File: src/rtl/hdmi_video_out.sv
// 720x480p60 CEA-861 timing generator that scales the 160x144 2-bit Game Boy
// framebuffer 3x and centres it, with DE/HS/VS/frame_start aligned to the pixel data.
module hdmi_video_out #(
  parameter int          H_ACTIVE = 720,
  parameter int          H_FP     = 16,
  parameter int          H_SYNC   = 62,
  parameter int          H_BP     = 60,
  parameter int          V_ACTIVE = 480,
  parameter int          V_FP     = 9,
  parameter int          V_SYNC   = 6,
  parameter int          V_BP     = 30,
  parameter int          X_OFF    = 120,
  parameter int          Y_OFF    = 24,
  parameter int          GB_W     = 160,
  parameter int          GB_H     = 144,
  parameter logic [23:0] BORDER   = 24'h000000,
  parameter logic [23:0] SHADE0   = 24'hFFFFFF,
  parameter logic [23:0] SHADE1   = 24'hAAAAAA,
  parameter logic [23:0] SHADE2   = 24'h555555,
  parameter logic [23:0] SHADE3   = 24'h000000
) (
  input  logic        HDMI_TX_CLK,
  input  logic        rst_n,
  output logic [14:0] fb_addr,
  input  logic [1:0]  fb_data,
  output logic        HDMI_TX_DE,
  output logic        HDMI_TX_HS,
  output logic        HDMI_TX_VS,
  output logic [23:0] HDMI_TX_D,
  output logic        frame_start
);

  localparam int H_TOTAL = H_ACTIVE + H_FP + H_SYNC + H_BP;
  localparam int V_TOTAL = V_ACTIVE + V_FP + V_SYNC + V_BP;
  localparam int HW      = $clog2(H_TOTAL);
  localparam int VW      = $clog2(V_TOTAL);
  localparam int PXW     = $clog2(GB_W);

  localparam logic [HW-1:0] H_LAST = HW'(H_TOTAL - 1);
  localparam logic [HW-1:0] H_ACT  = HW'(H_ACTIVE);
  localparam logic [HW-1:0] HS_LO  = HW'(H_ACTIVE + H_FP);
  localparam logic [HW-1:0] HS_HI  = HW'(H_ACTIVE + H_FP + H_SYNC - 1);
  localparam logic [HW-1:0] X_LO   = HW'(X_OFF);
  localparam logic [HW-1:0] X_HI   = HW'(X_OFF + 3 * GB_W - 1);
  localparam logic [VW-1:0] V_LAST = VW'(V_TOTAL - 1);
  localparam logic [VW-1:0] V_ACT  = VW'(V_ACTIVE);
  localparam logic [VW-1:0] VS_LO  = VW'(V_ACTIVE + V_FP);
  localparam logic [VW-1:0] VS_HI  = VW'(V_ACTIVE + V_FP + V_SYNC - 1);
  localparam logic [VW-1:0] Y_LO   = VW'(Y_OFF);
  localparam logic [VW-1:0] Y_HI   = VW'(Y_OFF + 3 * GB_H - 1);
  localparam logic [14:0]   LB_STEP = 15'(GB_W);

  function automatic logic [23:0] shade_rgb(input logic [1:0] s);
    case (s)
      2'd0:    shade_rgb = SHADE0;
      2'd1:    shade_rgb = SHADE1;
      2'd2:    shade_rgb = SHADE2;
      default: shade_rgb = SHADE3;
    endcase
  endfunction

  logic [HW-1:0]  h_q, h_d;
  logic [VW-1:0]  v_q, v_d;
  logic [1:0]     hx3_q, hx3_d, vy3_q, vy3_d;
  logic [PXW-1:0] px_q, px_d;
  logic [14:0]    lb_q, lb_d;
  logic [14:0]    fb_addr_q, fb_addr_d;
  logic           h_wrap, in_pic_h, in_pic_v, in_pic, in_pic_nx;
  logic           de0, hs0, vs0, fs0;

  logic           in_pic_p1, de_p1, hs_p1, vs_p1, fs_p1;
  logic           de_p2, hs_p2, vs_p2, fs_p2;
  logic [23:0]    d_p2, d_d;

  // Stage 0: raster counters, picture window and framebuffer address for the
  // position the counters will hold next, so fb_addr always matches h_q/v_q.
  always_comb begin
    h_wrap    = (h_q == H_LAST);
    h_d       = h_wrap ? '0 : h_q + 1'b1;
    v_d       = v_q;
    if (h_wrap) v_d = (v_q == V_LAST) ? '0 : v_q + 1'b1;

    in_pic_h  = (h_q >= X_LO) && (h_q <= X_HI);
    in_pic_v  = (v_q >= Y_LO) && (v_q <= Y_HI);
    in_pic    = in_pic_h && in_pic_v;
    in_pic_nx = (h_d >= X_LO) && (h_d <= X_HI) && (v_d >= Y_LO) && (v_d <= Y_HI);

    de0 = (h_q < H_ACT) && (v_q < V_ACT);
    hs0 = !((h_q >= HS_LO) && (h_q <= HS_HI));
    vs0 = !((v_q >= VS_LO) && (v_q <= VS_HI));
    fs0 = (h_q == '0) && (v_q == '0);
  end

  always_comb begin
    hx3_d = hx3_q;
    px_d  = px_q;
    vy3_d = vy3_q;
    lb_d  = lb_q;
    // The last picture column clears px so nothing carries past the picture.
    if (in_pic) begin
      if (h_q == X_HI) begin
        hx3_d = '0;
        px_d  = '0;
      end else if (hx3_q == 2'd2) begin
        hx3_d = '0;
        px_d  = px_q + 1'b1;
      end else begin
        hx3_d = hx3_q + 1'b1;
      end
    end
    if (h_wrap) begin
      hx3_d = '0;
      px_d  = '0;
      if ((v_q == V_LAST) || (v_q == Y_HI)) begin
        vy3_d = '0;
        lb_d  = '0;
      end else if (in_pic_v) begin
        if (vy3_q == 2'd2) begin
          vy3_d = '0;
          lb_d  = lb_q + LB_STEP;
        end else begin
          vy3_d = vy3_q + 1'b1;
        end
      end
    end
    fb_addr_d = in_pic_nx ? lb_d + 15'(px_d) : fb_addr_q;
  end

  always_ff @(posedge HDMI_TX_CLK or negedge rst_n) begin
    if (!rst_n) begin
      h_q       <= '0;
      v_q       <= '0;
      hx3_q     <= '0;
      px_q      <= '0;
      vy3_q     <= '0;
      lb_q      <= '0;
      fb_addr_q <= '0;
    end else begin
      h_q       <= h_d;
      v_q       <= v_d;
      hx3_q     <= hx3_d;
      px_q      <= px_d;
      vy3_q     <= vy3_d;
      lb_q      <= lb_d;
      fb_addr_q <= fb_addr_d;
    end
  end

  // Stage 1: framebuffer data returns; timing flags wait alongside it.
  always_ff @(posedge HDMI_TX_CLK or negedge rst_n) begin
    if (!rst_n) begin
      in_pic_p1 <= 1'b0;
      de_p1     <= 1'b0;
      hs_p1     <= 1'b1;
      vs_p1     <= 1'b1;
      fs_p1     <= 1'b0;
    end else begin
      in_pic_p1 <= in_pic;
      de_p1     <= de0;
      hs_p1     <= hs0;
      vs_p1     <= vs0;
      fs_p1     <= fs0 && de0;
    end
  end

  always_comb begin
    d_d = '0;
    if (de_p1) d_d = in_pic_p1 ? shade_rgb(fb_data) : BORDER;
  end

  // Stage 2: registered pins.
  always_ff @(posedge HDMI_TX_CLK or negedge rst_n) begin
    if (!rst_n) begin
      de_p2 <= 1'b0;
      hs_p2 <= 1'b1;
      vs_p2 <= 1'b1;
      fs_p2 <= 1'b0;
      d_p2  <= '0;
    end else begin
      de_p2 <= de_p1;
      hs_p2 <= hs_p1;
      vs_p2 <= vs_p1;
      fs_p2 <= fs_p1;
      d_p2  <= d_d;
    end
  end

  assign fb_addr     = fb_addr_q;
  assign HDMI_TX_DE  = de_p2;
  assign HDMI_TX_HS  = hs_p2;
  assign HDMI_TX_VS  = vs_p2;
  assign HDMI_TX_D   = d_p2;
  assign frame_start = fs_p2;

endmodule

File: config.mk
export PLATFORM = sky130hd
export DESIGN_NAME = hdmi_video_out
export DESIGN_NICKNAME = d
export VERILOG_FILES = /design/src/rtl/hdmi_video_out.sv
export SDC_FILE = /design/constraint.sdc
export NUM_CORES = 1
export LEC_CHECK = 0
export CORE_ASPECT_RATIO = 0.6
export CORE_UTILIZATION = 60
export DETAILED_ROUTE_END_ITERATION = 12
export PLACE_DENSITY = 0.84
export SYNTH_ARGS = -nofsm -noshare
export SYNTH_HDL_FRONTEND = slang
export SYNTH_SLANG_ARGS = --single-unit
File: constraint.sdc
create_clock -name HDMI_TX_CLK -period 6.4 [get_ports HDMI_TX_CLK]
set_clock_uncertainty 0.05 [all_clocks]
set_input_delay 0.96 -clock HDMI_TX_CLK [delete_from_list [all_inputs] [get_ports HDMI_TX_CLK]]
set_output_delay 0.96 -clock HDMI_TX_CLK [all_outputs]
set_load 0.05 [all_outputs]
==> impl_metrics.toml <==
[power]
leakage_nw = 2.241
irDropWorstVdd_v = 0.0001765
p_sw_mw = 0.1944
clkPwrFrac_pct = 49.7
finalPower_mw = 0.9392
p_sw_share_pct = 20.69
power_density_nw_per_um2 = 191.3
internal_power_mw = 0.7448
seqPwrFrac_pct = 49.2
pwr-share-comb_pct = 1.1

[global_route]
grtUsageTotal_pct = 27.29
met1_usage_pct = 37.25
met3_usage_pct = 8.326
grt_pass1_wl_microns = 15700
grt_max_degree = 74
grt-busiest-layer = "met2"
use_met2_pct = 42.62
overflow = 0
grt_antenna_before_repair = 0
grt_pass1_vias = 3109

[synthesis]
yosysTopAreaCell = "dfrtp_1"
synth-async-reset-ratio_pct = 100.0
synthTopCellsByCount = "dfrtp_1, nor2_1, nand2_1, buf_4, nand3_1"
syn_area_sq_um = 4343
yosys.area_share.simple_pct = 21.46
ys_seq_area_share_pct = 42.18
synth_compound_area_share_pct = 10.66
postSynthAreaPerCell_sq_um = 9.651
syn-num-nets = 473
synth_xor_area_share_pct = 7.058
synth_seq_cells = 73
yosys_warnings = 0
synth_edf_count = 0
synthMuxAreaShare_pct = 5.243
synthMostInstantiatedCell = "dfrtp_1"
ys_types = 65
synthCells = 450
synth_flop_cell = "dfrtp_1"
synth_top_area_share_pct = 39.76
synthAdderAreaFrac_pct = 5.647
synth.area.top_cells = "dfrtp_1, ha_1, buf_4, nor2_1, xnor2_1"
synth_top_family_by_area = "simple AND/OR/NAND/NOR gates"

[finish]
nets = 486
drive_above_1_share_pct = 9.615
syn2layout_area_growth_pct = 13.02
antennaDiodeCount = 0

[routing]
viasPerCell = 6.032
drtIter0Drc = 327
drc = 3
drt_pre_antenna_iters = 10
vias = 3348
postRouteAntennaNets = 0
wl_per_cell_microns = 17.07
drt-total-wl_microns = 9474

[clock_network]
clock_sinks = 73
ctsHoldBuffers = 0
cts_resized = 0
clkSlewWorstSetupHoldPaths_ps = 50
numCtsBuffers = 9
root_buffer = "clkbuf_16"
post_cts_buffers = 0
tritoncts = "built"
htreeDepth = 3
clk_latency_ps = 340
clk_path_buf_depth = 2

[sta]
fmax_mhz = 204.8
period_share_pct = 76.31
hold-worst-slack_ps = 304.9
rsz0062_at_grt = "no"
finalCriticalPeriod_ps = 4884
max_slew_margin_pct = 36.23
setup_tns_ps = 0
tightest_slew_ps = 955.9
setup_violations = 0
maxSlewViolCount = 0
finalHoldViolations = 0

[die]
die_h_microns = 67.90
io_pins = 47
rows = 23
dieArea_sq_um = 7594
fp.dieW_microns = 111.8
start_util_pct = 63.68
core-area_sq_um = 6820

[outcome]
violations = "DRC"
status = "finished with violations"

[setup_path]
endpoint_kind = "register"
critPathArrivalTime_ps = 5060
cp-start-kind = "register"
cp.required_ps = 6580
crit_fanout = 10
critPathKind = "reg -> reg"

[placed_design]
port_buffers = 46
hpwl_microns = 6750
gp_congestion = 0.9450

[worst_hold_path]
hold_path_class = "reg -> reg"

[job]
max-cap-violations = 0
## metrics by stage
stage          util, %  cell area [sq um]  std cells  worst slack (ps)
2_1_floorplan        -               4343        450              2205
3_3_place_gp     67.93               4633        539              1785
3_5_place_dp     67.93               4633        539              1559
4_1_cts          71.97               4908        555              1560
5_1_grt          71.97               4908        555              1087
6_report         71.97               4908        555              1516
## cells by family after synthesis
family                   after synthesis
AO/OA/AOI/OAI                         72
AND/OR/NAND/NOR                      176
XOR/XNOR                              35
adder cells (fa/ha/maj)               19
flip-flops                            73
multiplexers                          17
buffers and inverters                 58
## cell type report
cell class	instances	area (sq um)
Sequential cell	73	1832
Clock inverter	3	15.01
Multi-Input combinational cell	319	2175
Timing Repair Buffer	48	473.0
Fill cell	478	1912
Tap cell	87	108.9
Clock buffer	13	260.3
Inverter	12	45.04
## placed cells by master (no fill, tap or decap), types with 12 or more instances in the layout
cell / netlist / layout
xnor2_1: 18 / 18
xor2_1: 17 / 17
dfrtp_1: 69 / 69
a21oi_1: 18 / 18
nand3_1: 19 / 19
clkdlybuf4s50_1: 0 / 45
nor2_1: 45 / 45
nand2_1: 37 / 37
ha_1: 18 / 18
o21ai_0: 18 / 18
inv_1: 12 / 12
## worst max-delay path, stage by stage (launching register included)
cell	delay [ps]
dfrtp_1	560
nand2_2	120
nor3_1	230
or4b_2	630
a311o_1	440
o21ai_1	440
nor2_1	140
ha_1	260
fa_1	420
a21o_1	200
a21oi_1	230
nor2b_1	80
o21ai_0	240
a21oi_1	230
xor2_1	210
mux2_4	280
## final timing paths
kind | start | to | slack, ps | cells past startpoint
max | h_q[4] | fb_addr[8] | 1520 | 15
min | vs_p1 | HDMI_TX_VS | 300 | 0
max reg2reg | h_q[4] | fb_addr[8] | 1520 | 15
min reg2reg | vs_p1 | HDMI_TX_VS | 300 | 0
max in group asynchronous | rst_n | h_q[4] | 5020 | 1
min in group asynchronous | rst_n | v_q[0] | 690 | 1
## power groups by stage
stage               Sequential, mW  Combinational [mW]  Clock [mW]
CTS                          0.462              0.0108       0.475
floorplan                    0.470          0.00000776           0
global route                 0.462              0.0120       0.494
global placement             0.470              0.0106           0
detailed placement           0.470              0.0108           0
finish                       0.462              0.0100       0.467
## state kept, by name, summed over array words and instances (netlist names), 2 cells and up
name	cells
vy3_q	2
h_q	10
v_q	10
hx3_q	2
lb_q	15
HDMI_TX_D	2
px_q	8
fb_addr	15
## layer usage
metal,part of all wire [%],wire [microns]
met3,7.7,726
met5,0,0
met2,45,4292
met4,1.1,104
met1,46,4350
(Power assumes the default switching activity.)
